[src/rtl/d8_fetch.sv]
// d8_fetch: PC owner and instruction-memory initiator with a 2-entry in-order output buffer.
// Define D8_FETCH_ALIGN_CHECK_EN to halt with err=1 on a misaligned redirect target.
module d8_fetch #(
  parameter logic [7:0] RESET_PC = 8'h00
) (
  input  logic        sys_clk,
  input  logic        sys_rst,
  output logic        mem_en,
  output logic [7:0]  mem_adr,
  input  logic [31:0] mem_dout,
  input  logic        jmp,
  input  logic [7:0]  jmp_adr,
  output logic [31:0] inst,
  output logic [7:0]  inst_pc,
  output logic        inst_valid,
  input  logic        inst_ready,
  output logic        err
);
  localparam int DEPTH = 2;

  typedef enum logic {RUN, HALT} state_t;

  state_t      state_reg, state_next;
  logic [7:0]  pc_reg, pc_next;
  logic [7:0]  req_pc_reg;
  logic        inflight_reg;
  logic [1:0]  count_reg, count_next;
  logic [39:0] slot_reg [DEPTH];
  logic [39:0] slot_next [DEPTH];

  logic        run, pop, pop_eff, push, issue, flush;
  logic [2:0]  occupancy;
  logic [1:0]  tail_idx;
  logic [7:0]  jmp_target;

`ifdef D8_FETCH_ALIGN_CHECK_EN
  logic err_reg, err_next;
  assign err = err_reg;
`else
  assign err = 1'b0;
`endif

  always_ff @(posedge sys_clk) begin
    if (sys_rst) begin
      state_reg <= RUN;
`ifdef D8_FETCH_ALIGN_CHECK_EN
      err_reg   <= 1'b0;
`endif
    end else begin
      state_reg <= state_next;
`ifdef D8_FETCH_ALIGN_CHECK_EN
      err_reg   <= err_next;
`endif
    end
  end

  always_comb begin
    state_next = state_reg;
`ifdef D8_FETCH_ALIGN_CHECK_EN
    jmp_target = jmp_adr;
    err_next   = err_reg;
    if (state_reg == RUN && jmp && jmp_adr[1:0] != 2'b00) begin
      state_next = HALT;
      err_next   = 1'b1;
    end
`else
    jmp_target = jmp_adr & 8'hFC;
`endif
  end

  assign run        = (state_reg == RUN);
  assign inst_valid = (count_reg != 2'd0);
  assign inst       = slot_reg[0][39:8];
  assign inst_pc    = slot_reg[0][7:0];

  // A redirect (or halt) discards both buffered words and the in-flight response.
  assign flush     = jmp | ~run;
  assign pop       = inst_valid & inst_ready;
  assign pop_eff   = pop & ~flush;
  assign push      = inflight_reg & ~flush;
  assign occupancy = {1'b0, count_reg} + {2'b00, inflight_reg} - {2'b00, pop};
  assign issue     = run & ~jmp & ~sys_rst & (occupancy < 3'd2);
  assign mem_en    = issue;
  assign mem_adr   = pc_reg;

  assign tail_idx   = count_reg - {1'b0, pop_eff};
  assign count_next = flush ? 2'd0 : (count_reg + {1'b0, push} - {1'b0, pop_eff});

  always_comb begin
    pc_next = pc_reg;
    if (jmp && run) begin
      pc_next = jmp_target;
    end else if (issue) begin
      pc_next = pc_reg + 8'd4;
    end
  end

  // Shift-down FIFO: a pop moves each slot toward the head, a push lands just behind the survivors.
  for (genvar gi = 0; gi < DEPTH; gi++) begin : g_slot
    logic [39:0] above;
    if (gi < DEPTH - 1) begin : g_mid
      assign above = slot_reg[gi+1];
    end else begin : g_top
      assign above = '0;
    end
    assign slot_next[gi] = (push && tail_idx == 2'(gi)) ? {mem_dout, req_pc_reg} :
                           pop_eff                      ? above :
                                                          slot_reg[gi];
  end

  always_ff @(posedge sys_clk) begin
    if (sys_rst) begin
      pc_reg       <= RESET_PC;
      req_pc_reg   <= 8'h00;
      inflight_reg <= 1'b0;
      count_reg    <= 2'd0;
      for (int i = 0; i < DEPTH; i++) begin
        slot_reg[i] <= '0;
      end
    end else begin
      pc_reg       <= pc_next;
      inflight_reg <= issue;
      count_reg    <= count_next;
      if (issue) begin
        req_pc_reg <= pc_reg;
      end
      for (int i = 0; i < DEPTH; i++) begin
        slot_reg[i] <= slot_next[i];
      end
    end
  end

endmodule
[config.mk]
export PLATFORM = sky130hd
export DESIGN_NAME = d8_fetch
export DESIGN_NICKNAME = d
export VERILOG_FILES = /design/src/rtl/d8_fetch.sv
export SDC_FILE = /design/constraint.sdc
export NUM_CORES = 1
export LEC_CHECK = 0
export BUFFER_PORTS_ARGS = -buffer_cell sky130_fd_sc_hd__buf_2
export CORE_MARGIN = 2
export CORE_UTILIZATION = 31
export DETAILED_ROUTE_END_ITERATION = 12
export SLEW_MARGIN = 0
export SYNTH_ARGS = -nofsm -noshare
export SYNTH_HDL_FRONTEND = slang
export SYNTH_SLANG_ARGS = --single-unit
[constraint.sdc]
create_clock -name sys_clk -period 2.5 [get_ports sys_clk]
set_clock_uncertainty 0.15 [all_clocks]
set_input_delay 0.25 -clock sys_clk [delete_from_list [all_inputs] [get_ports sys_clk]]
set_output_delay 0.25 -clock sys_clk [all_outputs]
set_load 0.005 [all_outputs]
Yosys cells after proc, flatten, opt, wreduce, memory -nomap -nowiden
Memory sizes are Yosys's and may differ from the RTL's.
Cells that the tools add are included.
{"block": "word_totals", "word_cells": 40, "out_inout_bits": 51, "memories": 1, "input_bits": 44, "ram_bits": 80, "reg_bits": 19}
{"block": "classes", "n_bitwise": 9, "add_sub_neg": 6, "n_eq_ne": 1, "reduce_logical": 6, "n_lt_le_gt_ge": 1, "mux": 11}
{"memory": "slot_reg", "depth": 2, "width": 40, "rd": 2, "rd_ports_with_merged_regs": 0, "wr": 2, "line": "28", "rtl": "logic [39:0] slot_reg [DEPTH];"}
{"cell": "40-bit 2-to-1 mux", "count": 6}
{"cell": "8-bit 2-to-1 mux", "count": 2}
{"cell": "8-bit by 3-bit adder with 8-bit output, second input constant", "count": 1}
{"cell": "1-bit AND", "count": 5}
{"cell": "2-bit nonzero test", "count": 2}
{"cell": "2-bit by 1-bit subtractor with 2-bit output", "count": 2}
{"cell": "2-bit by 1-bit adder with 3-bit output", "count": 1}
{"cell": "3-bit by 2-bit less-than comparator with 1-bit output, second input constant", "count": 1}
{"cell": "1-bit 2-to-1 mux", "count": 3}
{"cell": "3-bit by 1-bit subtractor with 3-bit output", "count": 1}
{"cell": "2-bit by 1-bit adder with 2-bit output", "count": 1}
{"cell": "2-bit by 1-bit == test with 1-bit output, second input constant", "count": 1}
{"cell": "1-bit logical AND", "count": 2}
{"cell": "2-bit logical NOT", "count": 1}
{"cell": "1-bit NOT", "count": 2}
{"cell": "1-bit bitwise OR", "count": 2}
{"cell": "2-bit OR reduction", "count": 1}

Longest topological paths before layout
Gate-level depths: netlist (run 1).
{"block": "depth", "ltp_word": 8, "depth_mapped": 12, "depth_no_buf": 9}

Worst setup path after synthesis (run 1)
OpenSTA, ideal clock, no wires.
{"block": "synth_timing", "path_type": "reg-to-reg", "startpoint": "register count_reg[1]", "endpoint": "register pc_reg[6] (netlist: mem_adr[6])", "period_less_slack_ns": 2.520, "t_required_ns": 2.276, "setup_ns": 0.074, "arrival_ns": 2.295, "path_stages_with_launch": 10, "setup_slack_ns": -0.020, "n_path_buf": 1, "cell_sequence": "dfxtp_1 > o21a_1 > ha_1 > nand2b_1 > fa_1 > xnor2_1 > nand3_1 > buf_6 > or3_1 > a31oi_1"}
{"block": "synth_between", "elab_chain_cells": 6, "word_cells_on_any_way": 7, "classes_between": "2 x add/sub; 1 x order compare; 2 x bitwise; 2 x reduce/logical"}
{"item": "start: declaration", "line": "27", "rtl": "logic [1:0] count_reg, count_next;"}
{"item": "start signal: assignment", "line": "123", "rtl": "count_reg <= count_next;"}
{"item": "parallel branches: the longest is 2 deep, another holds 2-bit by 1-bit adder with 3-bit output"}
{"item": "3-bit by 1-bit subtractor with 3-bit output *", "line": "81", "rtl": "assign occupancy = {1'b0, count_reg} + {2'b00, inflight_reg} - {2'b00, pop};"}
{"item": "3-bit by 2-bit less-than comparator with 1-bit output *", "line": "82", "rtl": "assign issue = run & ~jmp & ~sys_rst & (occupancy < 3'd2);"}
{"item": "1-bit AND *", "line": "82"}
{"item": "2-bit nonzero test (no source line) *"}
{"item": "end signal: assignment", "line": "121", "rtl": "pc_reg <= pc_next;"}
{"item": "end: declaration", "line": "24", "rtl": "logic [7:0] pc_reg, pc_next;"}
Mark *: on every way between the ends.
A chain may end at the register's enable or synchronous reset.

Final worst setup path (run 1)
{"block": "layout_timing", "startpoint": "register count_reg[0]", "endpoint": "output mem_en"}
{"block": "layout_between", "elab_chain_cells": 5, "word_cells_on_any_way": 6, "classes_between": "2 x add/sub; 1 x order compare; 2 x bitwise; 1 x reduce/logical"}
{"item": "parallel branches: the longest is 2 deep, another holds 2-bit by 1-bit adder with 3-bit output"}
{"item": "3-bit by 1-bit subtractor with 3-bit output *", "line": "81"}
{"item": "3-bit by 2-bit less-than comparator with 1-bit output *", "line": "82"}
{"item": "1-bit AND *", "line": "82"}
{"item": "end: declaration", "line": "8", "rtl": "output logic mem_en,"}
Marks and branches as above.

==> flow_metrics.tcl, run 1 <==
set metrics [dict create \
    outcome "finished, final reports clean" \
    grt_usage 0.143 \
    area_delta_synth_final_pct 23.2 \
    rsz0062_at_grt "true" \
    synth_fa_ha_area_frac 0.0210 \
    hold_path.class "in2reg" \
    pin_count 95 \
    coreArea_um2 12500 \
    die_y_um 117 \
    drive_gt1_frac 0.258 \
    grt_pass1_wl_um 15500 \
    fill_cells 1317 \
    wl_per_cell_um 12.7 \
    critPathMaxFanout 4 \
    synth.area.mux_share 0 \
    htree_levels 3 \
    firstDrtPassIters 6 \
    grt_max_degree 77 \
    critPathBufInv 2 \
    r2r.worst_path.cells 9 \
    path_clk_slew_ns 0.06 \
    grt_antenna_before_repair 0 \
    critical-path-top-delay-family "adder cells" \
    antenna_cells 0 \
    synth_top_family_by_area "simple AND/OR/NAND/NOR gates" \
    fmax_mhz 402 \
    synthCells 482 \
    relSlewSlack 0.476 \
    setup.worst_path.end_class "output pin" \
    total_power_mw 3.14 \
    cts_root_buffer "clkbuf_16" \
    largest_reg_flops 76 \
    cts_made_buffers 9 \
    worst_pin_slew_ns 0.785 \
    dieArea_um2 13600 \
    start_kind "register" \
    wirelength_um 9330 \
    vias 3589 \
    dieWidth_um 117 \
    synth_area_per_cell_um2 8.15 \
    syn-cell-area_um2 3930 \
    fin_nets 608 \
    timing.final.crit_share 0.996 \
    path_cells "o21a_1 > ha_1 > nand2b_4 > fa_2 > xnor2_2 > nand3_2 > inv_2 > buf_2" \
    clkSinkCount 91 \
    reg2reg_slack_ns 0.08 \
    drt_iter0_markers 211 \
    io_buffers 87 \
    viasPerCell 4.88 \
    yosysSeqAreaShare 0.464 \
    r2r_start "count_reg[0]$_SDFF_PN0_" \
    hpwl_um 6300 \
    clkLatencyLatePin_ns 0.33 \
    rr_endpoint "mem_adr[6]$_SDFFE_PP0P_" \
    power_density_nw_per_um2 649 \
    synth-compound-area-share 0.185 \
    first_global_vias 3446 \
    synth_cell_type_count 35 \
    whs_path_depth 3 \
    cpPeakStageDelay_ns 0.34 \
    ant_nets 0 \
    critPathKind "reg2out" \
    slowest_stage "fa_2" \
    synth_simple_gate_area_frac 0.240 \
    route.detailed.drc 0 \
    grt_overflow 0 \
    hold_viol 0 \
    initial_utilization 0.314 \
    vdd_drop_max_mv 0.391 \
    synth-warning-count 0 \
    hold_start "mem_dout[11]" \
    cap_violations 0 \
    setup_viol 0 \
    final_cell_mix "nand2_1 (130), dfxtp_1 (89), buf_2 (87)" \
    min_to "slot_reg[0][59]$_SDFFE_PP0P_" \
    synth_xor_area_frac 0.0112 \
    cts_tree "yes" \
    rows 41 \
    clockBufferDepth 2 \
    slew_violations 0 \
    p_leak_nw 1.87 \
    place_congestion 0.794 \
    layout_commonest_cell "nand2_1" \
    synth_seq_cells 91 \
    holdWs_ns 0.0165 \
    layout_min_cycle_time_ns 2.49 \
    arrival_ns 2.09 \
    required_ns 2.10 \
]
[area by class of cell]
type                       count  area, um2  area share
timing repair buffer         108        621       0.128
inverter                       8       30.0     0.00621
tap                          172        215      0.0445
sequential                    91       1820       0.377
clock inverter                 6       66.3      0.0137
multi-input combinational    340       1850       0.383
clock buffer                  10        229      0.0473
[worst min-delay path: stages]
cell and delay, ns:
buf_2 0.11, nand2_1 0.05, a21oi_1 0.05
[kinds of logic (layout without fill, tap and decap cells)]
logic type | count (synthesis) | after routing
AO/OA/AOI/OAI | 98 | 98
AND/OR/NAND/NOR | 226 | 226
XOR/XNOR | 5 | 5
buffers and inverters | 55 | 132
flip-flops | 91 | 91
adder cells (fa/ha/maj) | 6 | 6
other | 1 | 5
[routing by layer]
| metal | GRT usage | vias to the layer above | wire (um) |
|---|---|---|---|
| met2 | 0.254 | 80 | 4470 |
| met1 | 0.173 | 1707 | 4380 |
| met3 | 0.0348 | 10 | 401 |
| met5 | 0 | - | 0 |
| li1 | - | 1792 | - |
| met4 | 0.0376 | 0 | 85 |
[cell usage after synthesis]
cell	count	area, um2
buf_6	5	56.3
nor2b_1	2	12.5
a22oi_1	3	22.5
xor2_1	1	8.76
dfxtp_1	91	1820
nand3b_1	1	7.51
nor2_1	41	154
conb_1	1	3.75
and3_1	1	6.26
a311oi_2	10	150
nand3_2	1	10.0
o31a_1	1	8.76
inv_2	1	3.75
nand3_1	43	215
clkbuf_1	14	52.6
a21oi_1	48	240
or3_1	1	6.26
o22ai_1	2	12.5
fa_1	1	20.0
xnor2_1	4	35.0
and2_1	1	6.26
ha_1	5	62.6
a41oi_1	1	8.76
a31oi_1	2	12.5
nor3b_2	1	12.5
buf_4	11	82.6
nand2_1	130	488
a311oi_1	28	245
or2_2	1	6.26
o21a_1	2	15.0
a222oi_1	1	10.0
nor3_1	1	5.00
nand2b_1	2	12.5
buf_2	17	85.1
inv_1	7	26.3
[per-stage QoR]
stage	setup slack (ns)	util	std cells	TNS (ns)	cell area [um2]
6_report	0.00940	0.386	735	0	4840
5_1_grt	-0.0902	0.386	735	-0.111	4840
4_1_cts	-0.0283	0.385	734	-0.0283	4820
3_5_place_dp	-0.0287	0.358	714	-0.0604	4480
3_3_place_gp	0.00968	0.358	714	0	4480
2_1_floorplan	0.0363	-	486	0	3950
[worst max path at each step]
stage | depth (start not counted) | start | slack, ns | endpoint
3_3_place_gp | 10 | count_reg[0]$_SDFF_PN0_ | 0.01 | mem_adr[3]$_SDFFE_PP0P_
6_report | 8 | count_reg[0]$_SDFF_PN0_ | 0.009 | mem_en
4_1_cts | 8 | count_reg[0]$_SDFF_PN0_ | -0.03 | mem_en
5_1_grt | 8 | count_reg[0]$_SDFF_PN0_ | -0.09 | mem_en
2_1_floorplan | 9 | count_reg[1]$_SDFF_PN0_ | 0.04 | mem_adr[6]$_SDFFE_PP0P_
3_5_place_dp | 10 | count_reg[0]$_SDFF_PN0_ | -0.03 | mem_adr[3]$_SDFFE_PP0P_
[timing repair]
item | CTS | global route
hold buffers | 1 | 0
endpoints found under the hold margin | 1 | 0
endpoints found under the setup margin | 9 | 4
gates resized for setup | 5 | 1
setup buffers | 3 | 1
pin swaps | 4 | 3
cloned | 0 | 0
[power by group]
| part | total [mW] | switching (mW) | internal [mW] |
|---|---|---|---|
| Clock | 1.34 | 0.561 | 0.775 |
| Sequential | 1.53 | 0.0321 | 1.50 |
| Combinational | 0.271 | 0.148 | 0.123 |
| Total | 3.14 | 0.741 | 2.40 |
No activity file was read; power rests on OpenSTA's default activity.
==> run 2, diff against run 1 <==
Clock period 2.5 ns to 3.2 ns, I/O delays scaled along.
==> flow_metrics.tcl, run 2 (same netlist as run 1, synthesis figures left out) <==
set metrics [dict create \
    outcome "finished, final reports clean" \
    setup.worst_path.end_class "output pin" \
    required_ns 2.73 \
    die_y_um 117 \
    wl_per_cell_um 13.3 \
    antenna_cells 0 \
    ant_nets 0 \
    relSlewSlack 0.465 \
    grt_usage 0.148 \
    io_buffers 87 \
    area_delta_synth_final_pct 20.1 \
    p_sw_frac 0.229 \
    route.detailed.drc 0 \
    place_congestion 0.770 \
    first_global_vias 3253 \
    coreArea_um2 12500 \
    worst_pin_slew_ns 0.803 \
    slew_violations 0 \
    dieWidth_um 117 \
    fin_nets 597 \
    dr_wl_met3_um 479 \
    fill_cells 1346 \
    cts_root_buffer "clkbuf_16" \
    cts_tree "yes" \
    grt_max_degree 77 \
    critPathKind "reg2out" \
    rows 41 \
    initial_utilization 0.314 \
    dieArea_um2 13600 \
    hold_path.class "in2reg" \
    htree_levels 3 \
    fmax_mhz 332 \
    arrival_ns 2.54 \
    p_leak_nw 1.82 \
    cpPeakStageDelay_ns 0.49 \
    timing.final.crit_share 0.940 \
    dr.max_layer_used "met4" \
    power_density_nw_per_um2 533 \
    critPathMaxFanout 7 \
    grt_antenna_before_repair 0 \
    cts_hold_buf 0 \
    clockBufferDepth 2 \
    firstDrtPassIters 4 \
    hpwl_um 6160 \
    pin_count 95 \
    drt-met1-wl_um 4500 \
    vias 3517 \
    cts_made_buffers 9 \
    clkSinkCount 91 \
    slowest_stage "dfxtp_1" \
    layout_min_cycle_time_ns 3.01 \
    clkLatencyLatePin_ns 0.35 \
    largest_reg_flops 76 \
    drive_gt1_frac 0.230 \
    total_power_mw 2.51 \
    post_cts_buffers 0 \
    power.internal_mw 1.94 \
    vdd_drop_max_mv 0.195 \
    start_kind "register" \
    viasPerCell 4.86 \
    path_clk_slew_ns 0.07 \
    p_switching_mw 0.575 \
    grt_pass1_wl_um 15700 \
    setup_viol 0 \
    drt_iter0_markers 274 \
    comb_power_share 0.079 \
    grt_overflow 0 \
    seqPwrFrac 0.476 \
    layout_commonest_cell "nand2_1" \
    final_cell_mix "nand2_1 (130), dfxtp_1 (91), buf_2 (86)" \
    pwr-share-clk 0.445 \
    tns_ns 0 \
    wirelength_um 9610 \
    hold_viol 0 \
    rsz0062_at_grt "false" \
    cap_violations 0 \
    path_cells "o21a_1 > ha_1 > nand2b_1 > fa_1 > xnor2_1 > nand3_2 > inv_1 > buf_2" \
    wl_met2_um 4490 \
]
==> run 2: power groups by stage <==
stage	Combinational, mW	Clock, mW	Sequential (mW)
after CTS	0.202	1.15	1.20
after floorplan	0.117	0	1.22
after detailed placement	0.200	0	1.22
final	0.200	1.12	1.20
after global placement	0.196	0	1.22
after global routing	0.227	1.19	1.20
==> run 2: path summary, 6_finish.rpt <==
check,start,to,cells after the start,slack [ns]
min reg2reg,slot_reg[0][48]$_SDFFE_PP0P_,slot_reg[0][48]$_SDFFE_PP0P_,2,0.31
max,count_reg[1]$_SDFF_PN0_,mem_en,8,0.19
max reg2reg,count_reg[1]$_SDFF_PN0_,mem_adr[6]$_SDFFE_PP0P_,8,0.46
min,mem_dout[24],slot_reg[0][72]$_SDFFE_PP0P_,3,0.07
==> run 2: what timing repair did <==
item                                    in CTS  in global routing
hold endpoints to repair                     0                  0
endpoints found under the setup margin       0                  1
resized for setup                            0                  1
==> run 2: through the flow <==
step                 util  area (um2)  hold slack [ns]  setup WS (ns)  std cells
floorplan               -        3940            0.296          0.680        486
global placement    0.352        4400            0.303          0.481        708
detailed placement  0.352        4400            0.308          0.392        708
CTS                 0.376        4710           0.0597         0.0918        724
global route        0.377        4720           0.0650        0.00160        724
finish              0.377        4720           0.0689          0.192        724
==> run 2: layout make-up <==
class,instances,area [um2],share of cell area
Inverter,8,30.0,0.00637
Tap cell,172,215,0.0456
Sequential cell,91,1820,0.386
Clock buffer,11,233,0.0493
Timing Repair Buffer,97,513,0.109
Multi-Input combinational cell,340,1830,0.387
Clock inverter,5,77.6,0.0164
==> run 2: worst max-delay path: cells and delay by family, from the launching register on <==
| kind | cells | cell delay [ns] |
|---|---|---|
| fa+ha+maj | 2 | 0.61 |
| flops | 1 | 0.49 |
| simple gates | 2 | 0.37 |
| xor+xnor | 1 | 0.28 |
| buf+inv | 2 | 0.24 |
| compound gates | 1 | 0.21 |
==> run 2: routing by layer <==
| metal | vias up | GRT usage |
|---|---|---|
| met5 | - | 0 |
| met4 | 0 | 0.0596 |
| met3 | 8 | 0.0426 |
| met2 | 87 | 0.239 |
| met1 | 1647 | 0.185 |
| li1 | 1775 | - |
